$ cat config.mk
export PLATFORM = sky130hd
export DESIGN_NAME = kyber_step_sequencer
export DESIGN_NICKNAME = d
export VERILOG_FILES = /design/src/rtl/kyber_pkg.sv /design/src/rtl/kyber_mask_rom.sv /design/src/rtl/kyber_step_sequencer.sv
export SDC_FILE = /design/constraint.sdc
export NUM_CORES = 1
export LEC_CHECK = 0
export ABC_AREA = 1
export BUFFER_PORTS_ARGS = -buffer_cell sky130_fd_sc_hd__buf_2
export CAP_MARGIN = 20
export CELL_PAD_IN_SITES_DETAIL_PLACEMENT = 1
export CELL_PAD_IN_SITES_GLOBAL_PLACEMENT = 1
export CORE_MARGIN = 3
export CORE_UTILIZATION = 35
export DETAILED_ROUTE_END_ITERATION = 7
export PLACE_DENSITY_LB_ADDON = 0.1
export SLEW_MARGIN = 10
export SYNTH_ARGS = -nofsm -noshare
export SYNTH_HDL_FRONTEND = slang
export SYNTH_SLANG_ARGS = --single-unit
$ cat constraint.sdc
create_clock -name clk -period 1.75 [get_ports clk]
set_clock_uncertainty 0.2 [all_clocks]
set_input_delay 0.35 -clock clk [delete_from_list [all_inputs] [get_ports clk]]
set_output_delay 0.35 -clock clk [all_outputs]
set_load 0.02 [all_outputs]
$ cat src/rtl/kyber_pkg.sv
// Shared definitions for the Kyber step sequencer: FSM states, mask width and
// the step mask constants (MSB = step 0).
package kyber_pkg;

    typedef enum logic [1:0] {
        ST_IDLE = 2'd0,
        ST_RUN  = 2'd1,
        ST_DONE = 2'd2
    } state_t;

    localparam int MASK_W = 73;

    localparam logic [MASK_W-1:0] MASK_MSB  = {1'b1, 72'd0};

    // sel=0,k=2: four polynomials of six steps each
    localparam logic [MASK_W-1:0] PATT_S0K2 = {{4{6'b100000}}, 49'd0};
    localparam logic [MASK_W-1:0] ETA3_S0K2 = {{4{6'b110000}}, 49'd0};
    localparam logic [MASK_W-1:0] ETA3_S1K2 = {8'b1100_0011, 65'd0};

    // A single end marker at step (length - 1)
    localparam logic [MASK_W-1:0] ENDP_S0K2 = MASK_MSB >> 23;
    localparam logic [MASK_W-1:0] ENDP_S0K3 = MASK_MSB >> 41;
    localparam logic [MASK_W-1:0] ENDP_S0K4 = MASK_MSB >> 71;
    localparam logic [MASK_W-1:0] ENDP_S1K2 = MASK_MSB >> 22;
    localparam logic [MASK_W-1:0] ENDP_S1K3 = MASK_MSB >> 42;
    localparam logic [MASK_W-1:0] ENDP_DFLT = MASK_MSB >> 72;

endpackage

$ cat src/rtl/kyber_mask_rom.sv
// Combinational {sel,k} to step-mask lookup feeding the sequencer shift registers.
module kyber_mask_rom
    import kyber_pkg::*;
(
    input  logic              i_sel,
    input  logic [2:0]        i_k,
    output logic [MASK_W-1:0] o_patt,
    output logic [MASK_W-1:0] o_eta3,
    output logic [MASK_W-1:0] o_endp
);

    always_comb begin
        o_patt = '0;
        o_eta3 = '0;
        o_endp = ENDP_DFLT;
        case ({i_sel, i_k})
            4'b0_010: begin
                o_patt = PATT_S0K2;
                o_eta3 = ETA3_S0K2;
                o_endp = ENDP_S0K2;
            end
            4'b0_011: o_endp = ENDP_S0K3;
            4'b0_100: o_endp = ENDP_S0K4;
            4'b1_010: begin
                o_eta3 = ETA3_S1K2;
                o_endp = ENDP_S1K2;
            end
            4'b1_011: o_endp = ENDP_S1K3;
            default:  o_endp = ENDP_DFLT;
        endcase
    end

endmodule

$ cat src/rtl/kyber_step_sequencer.sv
// Kyber sampling step sequencer: IDLE/RUN/DONE FSM driving three mask shift registers.
// Optional abort input enabled by defining KYBER_SEQ_ABORT_EN.
module kyber_step_sequencer
    import kyber_pkg::*;
(
    input  logic       clk,
    input  logic       rst_n,
    input  logic       start,
    input  logic [2:0] k,
    input  logic       sel,
    input  logic       step_ready,
`ifdef KYBER_SEQ_ABORT_EN
    input  logic       abort,
`endif
    output logic       step_valid,
    output logic       new_poly,
    output logic       eta3_sel,
    output logic       last,
    output logic [6:0] step_idx,
    output logic       busy,
    output logic       done
);

    state_t            r_state;
    logic [MASK_W-1:0] r_patt;
    logic [MASK_W-1:0] r_eta3;
    logic [MASK_W-1:0] r_endp;
    logic [6:0]        r_step_idx;

    logic [MASK_W-1:0] w_patt;
    logic [MASK_W-1:0] w_eta3;
    logic [MASK_W-1:0] w_endp;
    logic              w_run;

    kyber_mask_rom u_mask_rom (
        .i_sel  (sel),
        .i_k    (k),
        .o_patt (w_patt),
        .o_eta3 (w_eta3),
        .o_endp (w_endp)
    );

    // Loading the masks on an accepted start is what captures {sel,k};
    // later input changes cannot reach the shift registers.
    always_ff @(posedge clk) begin
        if (!rst_n) begin
            r_state    <= ST_IDLE;
            r_patt     <= '0;
            r_eta3     <= '0;
            r_endp     <= '0;
            r_step_idx <= '0;
        end else begin
            case (r_state)
                ST_IDLE: begin
                    if (start) begin
                        r_patt     <= w_patt;
                        r_eta3     <= w_eta3;
                        r_endp     <= w_endp;
                        r_step_idx <= '0;
                        r_state    <= ST_RUN;
                    end
                end
                ST_RUN: begin
`ifdef KYBER_SEQ_ABORT_EN
                    if (abort) begin
                        r_patt     <= '0;
                        r_eta3     <= '0;
                        r_endp     <= '0;
                        r_step_idx <= '0;
                        r_state    <= ST_IDLE;
                    end else
`endif
                    if (step_ready) begin
                        r_patt     <= r_patt << 1;
                        r_eta3     <= r_eta3 << 1;
                        r_endp     <= r_endp << 1;
                        r_step_idx <= r_step_idx + 7'd1;
                        if (r_endp[MASK_W-1]) begin
                            r_state <= ST_DONE;
                        end
                    end
                end
                ST_DONE: r_state <= ST_IDLE;
                default: r_state <= ST_IDLE;
            endcase
        end
    end

    assign w_run      = (r_state == ST_RUN);
    assign step_valid = w_run;
    assign new_poly   = w_run & r_patt[MASK_W-1];
    assign eta3_sel   = w_run & r_eta3[MASK_W-1];
    assign last       = w_run & r_endp[MASK_W-1];
    assign step_idx   = r_step_idx;
    assign busy       = (r_state != ST_IDLE);
    assign done       = (r_state == ST_DONE);

endmodule

## Word-level counts from Yosys, hierarchy flattened

Index checks and enable logic that the tools add are counted.

| cells by class | value |
|---|---|
| multipliers | 0 |
| equal/unequal tests | 10 |
| shift operators | 0 |
| mux-type cells | 19 |
| magnitude comparators | 0 |
| reductions and logical operators | 5 |
| bitwise operators | 3 |
| divide/modulo/power cells | 0 |
| add/subtract/negate cells | 1 |

Operators by type and width:

| cell | number |
|---|---|
| one-hot mux 73 bit (2 select lines) | 4 |
| two-way mux 73 bit | 7 |
| one-hot mux 51 bit (5 select lines) | 1 |
| two-way mux 7 bit | 2 |
| one-hot mux 7 bit (2 select lines) | 1 |
| == test 4 x 2 -> 1 bit (second input constant) | 2 |
| == test 4 bit (second input constant) | 2 |
| adder 7 x 1 -> 7 bit (second input constant) | 1 |
| two-way mux 2 bit | 3 |
| != test 2 bit (second input constant) | 3 |
| AND reduction 3 bit | 2 |
| == test 4 x 3 -> 1 bit (second input constant) | 1 |
| one-hot mux 2 bit (2 select lines) | 1 |
| nonzero test 2 bit | 2 |
| bitwise AND 1 bit | 3 |
| == test 2 x 1 -> 1 bit (second input constant) | 1 |
| == test 2 bit (second input constant) | 1 |
| zero test 2 bit | 1 |

| word-level totals | value |
|---|---|
| output and inout port bits | 13 |
| bits in latches | 0 |
| input bits | 8 |
| memories kept | 0 |
| register bits | 228 |
| RAM bits | 0 |
| word-level logic and storage cells | 43 |
| memory bits (read-only) | 0 |

## Depth between registers and ports, before layout

| depth | value |
|---|---|
| depth after elaboration | 4 |
| depth in mapped cells | 8 |
| gate-level depth less buffers | 7 |

## Hierarchy

A second synthesis with hierarchy kept.

| unflattened totals | value |
|---|---|
| cell total of the unflattened synthesis | 1946 |
| area, all modules | 12291.8 µm² |

By module, submodules not included:

| module | area each (µm²) | times used | cells each | sequential area each (µm²) |
|---|---|---|---|---|
| kyber_step_sequencer | 10627.7 | 1 | 1717 | 4564.4 |
| kyber_mask_rom | 1664.1 | 1 | 229 | 0.0 |

## Worst setup path after synthesis

No wires, ideal clock.

| timing path | value |
|---|---|
| path type | register to output |
| start | reg r_state[0] |
| end | out step_valid |
| required time | 1200 ps |
| arrival time | 920 ps |
| setup slack | 280 ps |
| stages on the path, launching flop included | 4 |
| path through | dfxtp_1 -> inv_2 -> nor2_2 -> buf_2 |

| on the way | value |
|---|---|
| cells in the longest elaborated chain, start to end | 1 |

RTL lines:

| item | line | text |
|---|---|---|
| start: declaration | kyber_step_sequencer.sv:24 | `state_t r_state;` |
| start signal: assignment | kyber_step_sequencer.sv:47 | `r_state <= ST_IDLE;` |
| start signal: assignment | kyber_step_sequencer.sv:60 | `r_state <= ST_RUN;` |
| start signal: assignment | kyber_step_sequencer.sv:79 | `r_state <= ST_DONE;` |
| == test 2 x 1 -> 1 bit | kyber_step_sequencer.sv:89 | `assign w_run = (r_state == ST_RUN);` |
| end: declaration | kyber_step_sequencer.sv:15 | `output logic step_valid,` |

No other way between the ends.

## Worst setup path in the final report

| timing path | value |
|---|---|
| start | reg r_state[0] |
| end | out new_poly |

| on the way | value |
|---|---|
| cells in the longest elaborated chain, start to end | 2 |

RTL lines:

| item | line | text |
|---|---|---|
| == test 2 x 1 -> 1 bit | kyber_step_sequencer.sv:89 |  |
| bitwise AND 1 bit | kyber_step_sequencer.sv:91 | `assign new_poly = w_run & r_patt[MASK_W-1];` |
| end: declaration | kyber_step_sequencer.sv:16 | `output logic new_poly,` |

No other way between the ends.

==> Implementation_results.wiki <==
{| class="wikitable"
! Metric !! Value
|-
| EDFF count, synth || 0
|-
| Vias per inst || ~4.7
|-
| Measured slew at the worst slew-check pin || approximately 370 ps
|-
| Summed area of non-filler cells in the final layout || about 5400 sq um
|-
| Total DRC errors in the routed layout || 0
|-
| Top FF cell, synth || sky130_fd_sc_hd__dfxtp_1
|-
| DRT Wirelength || a little under 10000 um
|-
| Dpl cell area || ~4700 sq um
|-
| Data arrival time at the worst-slack endpoint || ~1200 ps
|-
| Register bit count reported by yosys || between 100 and 150
|-
| Combined global-route utilization of all metal layers || 15.1%
|-
| Register cell area after layout || between 2000 and 2500 sq um
|-
| Global-route congestion overflow total || 0
|-
| YS warnings || 0
|-
| Overall die area || between 10000 and 15000 sq um
|-
| Cell depth of the worst min-delay path || 3
|-
| Clock insertion delay at the later pin of the skew report || a little over 400 ps
|-
| Final critical path time including I/O delays and setup || 1710 ps
|-
| Fraction of post-synthesis cell area in the top cell type by area || between 50% and 60%
|-
| Required time of the worst setup path || between 1000 and 1500 ps
|-
| Cell with the most instances after synthesis || sky130_fd_sc_hd__nand2_1
|-
| Pin count of the biggest net entering global routing || 64
|-
| Final core utilization || approximately 45%
|-
| Layout net count || approximately 600
|-
| Most area-consuming cells after synthesis || sky130_fd_sc_hd__dfxtp_1 (55%), sky130_fd_sc_hd__nand2_1 (20%), sky130_fd_sc_hd__a21oi_1 (13%), sky130_fd_sc_hd__nor2_1 (2.4%), sky130_fd_sc_hd__o21ai_0 (2.1%)
|-
| Kind of end point of the critical path || primary output
|-
| Setup repair after global routing missed its margin || true
|-
| Leading post-synthesis cells by instance count || sky130_fd_sc_hd__nand2_1 (228), sky130_fd_sc_hd__dfxtp_1 (120), sky130_fd_sc_hd__a21oi_1 (113), sky130_fd_sc_hd__nor2_1 (28), sky130_fd_sc_hd__o21ai_0 (18)
|-
| Placed cells || 743
|-
| Number of H-tree levels || 4
|-
| Vertical die dimension || 118 um
|-
| Final clock period utilization by the worst path || roughly 98%
|-
| Per-cell routed wire length || about 13 um
|-
| Outcome || complete, no violations
|-
| Startpoint type of the worst setup path || register
|-
| Number of buffers created by CTS || 17
|-
| Port Buf Inserts || 20
|-
| FP Rows || 40
|-
| Synthesized area divided by synthesized cell count || about 7.6 sq um
|-
| Cell taking the most area after synthesis || sky130_fd_sc_hd__dfxtp_1
|-
| Post-Syn Nets || roughly 580
|-
| Power density over the cells || 1240 nW/um^2
|-
| Proportion of register bits with asynchronous set or reset after synthesis || 0%
|-
| Inserted Diodes || 0
|-
| Static leakage || between 1.5 and 2 nW
|-
| Final Wtd Congestion || 0.781
|-
| Wire length of the first global-routing pass || ~17000 um
|-
| TritonCTS Sinks || between 100 and 150
|-
| Worst reg2reg startpoint || r_state[0]$_SDFFE_PN0P_
|-
| Sequential element share of the synthesized area || 54.8%
|-
| Critical hold path startpoint || k[0]
|-
| CTS tree || built
|-
| Cell depth of the worst flop-to-flop path || 7
|-
| Worst vdd ir || slightly above 0.0007 V
|-
| Via count of the first global-routing pass || 3648
|-
| Endpoint of the worst hold-timing path || r_endp[30]$_SDFFE_PN0P_
|-
| Worst hold margin || roughly 60 ps
|-
| Router iterations before antenna repair || 4
|-
| Clock Tree Buf Depth || 2
|-
| Achievable clock frequency || about 0.58 GHz
|-
| Synthesized netlist cell count || 575
|-
| Clock input transition at the sequential cells of the worst setup and hold paths || 50 ps
|-
| Setup violators final || 0
|-
| Mapped cell area || approximately 4400 sq um
|-
| Final Power || 6.73 mW
|-
| Half-perimeter wire length after detailed placement || between 6000 and 7000 um
|-
| Worst reg2reg endpoint || r_eta3[60]$_SDFFE_PN0P_
|-
| Number of violations reported at the end of detailed-routing iteration 0 || between 200 and 250
|-
| Initial cell density of the core || between 30% and 40%
|-
| Routed Antenna Nets || 0
|-
| I/O pin total || 21
|-
| Final Hold Viols || 0
|-
| P&R area growth vs syn || 23.4%
|-
| Initial antenna violation count || 0
|-
| R2r setup slk || between 100 and 150 ps
|-
| Clk Tree Root Cell || sky130_fd_sc_hd__clkbuf_16
|-
| Worst-case headroom to the max-slew limit || approximately three quarters
|-
| Routed via count || ~3700
|-
| Footprint of the multi-input gates || 1760 sq um
|-
| Reported max-cap violation count || 0
|-
| Class of the tightest hold or removal check || input pin to register
|-
| Crit path kind || register to primary output
|-
| Core outline area || ~12000 sq um
|-
| Ratio of cells with drive above 1 in the final layout || ~14%
|-
| Number of distinct library cells after synthesis || 21
|-
| Filler cell count || 1484
|-
| Slew Limit Fails || 0
|-
| Number of non-filler instances in the completed layout || between 700 and 800
|-
| X dimension of the die || 118 um
|-
| Critical Path Fanout Max || 4
|}
## cell usage in the layout, fill, tap and decap left out, types with 3 or more instances in the layout
master / Yosys / final
sky130_fd_sc_hd__bufinv_16: 0 / 3
sky130_fd_sc_hd__buf_12: 0 / 7
sky130_fd_sc_hd__nand2_1: 228 / 227
sky130_fd_sc_hd__nand3_1: 5 / 5
sky130_fd_sc_hd__clkinv_2: 0 / 5
sky130_fd_sc_hd__nor2_1: 28 / 25
sky130_fd_sc_hd__buf_4: 5 / 12
sky130_fd_sc_hd__clkbuf_16: 0 / 17
sky130_fd_sc_hd__clkbuf_8: 0 / 4
sky130_fd_sc_hd__o21ai_0: 18 / 18
sky130_fd_sc_hd__dfxtp_1: 120 / 117
sky130_fd_sc_hd__buf_2: 16 / 16
sky130_fd_sc_hd__inv_2: 4 / 4
sky130_fd_sc_hd__a21oi_1: 113 / 113
sky130_fd_sc_hd__inv_1: 13 / 12
sky130_fd_sc_hd__nor3_1: 3 / 3
## logic make-up (layout without fill, tap and decap cells)
group           count (synthesis)  in the layout  share of synthesized area, %
fa+ha+maj                       1              1                         0.286
buf+inv                        52             86                          5.74
simple gates                  269            269                          23.8
compound gates                133            133                          15.3
flops                         120            120                          54.8
## routing by layer
| layer | GRT usage [%] | wire, um | up-vias |
|---|---|---|---|
| li1 | - | - | 1895 |
| met1 | 17.8 | 4730 | 1735 |
| met2 | 24.9 | 4600 | 27 |
| met3 | 4.90 | 276 | 17 |
| met4 | 7.11 | 178 | 0 |
| met5 | 0 | 0 | - |
## area by class of cell
type                       instances  share of cell area (%)
timing repair buffer              38                    6.34
clock inverter                     9                    2.27
tap                              168                    3.89
multi-input combinational        403                    32.6
inverter                          18                    1.43
sequential                       120                    44.6
clock buffer                      21                    8.89
## flip-flops by register name, indices dropped and copies added, names as in the netlist
signal / flops
r_endp: 73
r_eta3: 20
r_patt: 18
r_state: 2
step_idx: 7
## what timing repair did
item | in CTS | in global routing
pin swaps | 4 | 3
gates resized for setup | 16 | 7
endpoints found under the setup margin | 5 | 46
hold endpoints to repair | 1 | 0
setup buffers | 2 | 1
hold buffers | 1 | 0
## report_power, final
group	internal (mW)	switching, mW	total (mW)
Sequential	2.77	0.0230	2.80
Combinational	0.138	0.278	0.416
Clock	2.36	1.16	3.51
Total	5.27	1.46	6.73
## metrics by stage
step | setup slack, ps | TNS, ps
after CTS | -3.72 | -3.72
after floorplan | 280 | 0
after detailed placement | 30.3 | 0
after global routing | -6.80 | -14.0
final | 39.6 | 0
after global placement | 108 | 0
## worst max-delay path, cell delays in order (launching register included)
cell	delay, ps
sky130_fd_sc_hd__dfxtp_4	360
sky130_fd_sc_hd__buf_6	120
sky130_fd_sc_hd__nand2_8	60
sky130_fd_sc_hd__nor2_2	70
sky130_fd_sc_hd__buf_4	140
## how the worst max path moves through the flow
| stage | start | endpoint | slack, ps | cells past startpoint |
|---|---|---|---|---|
| 2_1_floorplan | r_state[0]$_SDFFE_PN0P_ | step_valid | 280 | 3 |
| 3_3_place_gp | r_state[1]$_SDFFE_PN0P_ | r_endp[50]$_SDFFE_PN0P_ | 110 | 7 |
| 3_5_place_dp | r_state[0]$_SDFFE_PN0P_ | r_patt[61]$_SDFFE_PN0P_ | 30 | 7 |
| 4_1_cts | r_state[0]$_SDFFE_PN0P_ | eta3_sel | -4 | 4 |
| 5_1_grt | r_state[0]$_SDFFE_PN0P_ | new_poly | -7 | 4 |
| 6_report | r_state[0]$_SDFFE_PN0P_ | new_poly | 40 | 4 |
(Power assumes the default switching activity.)
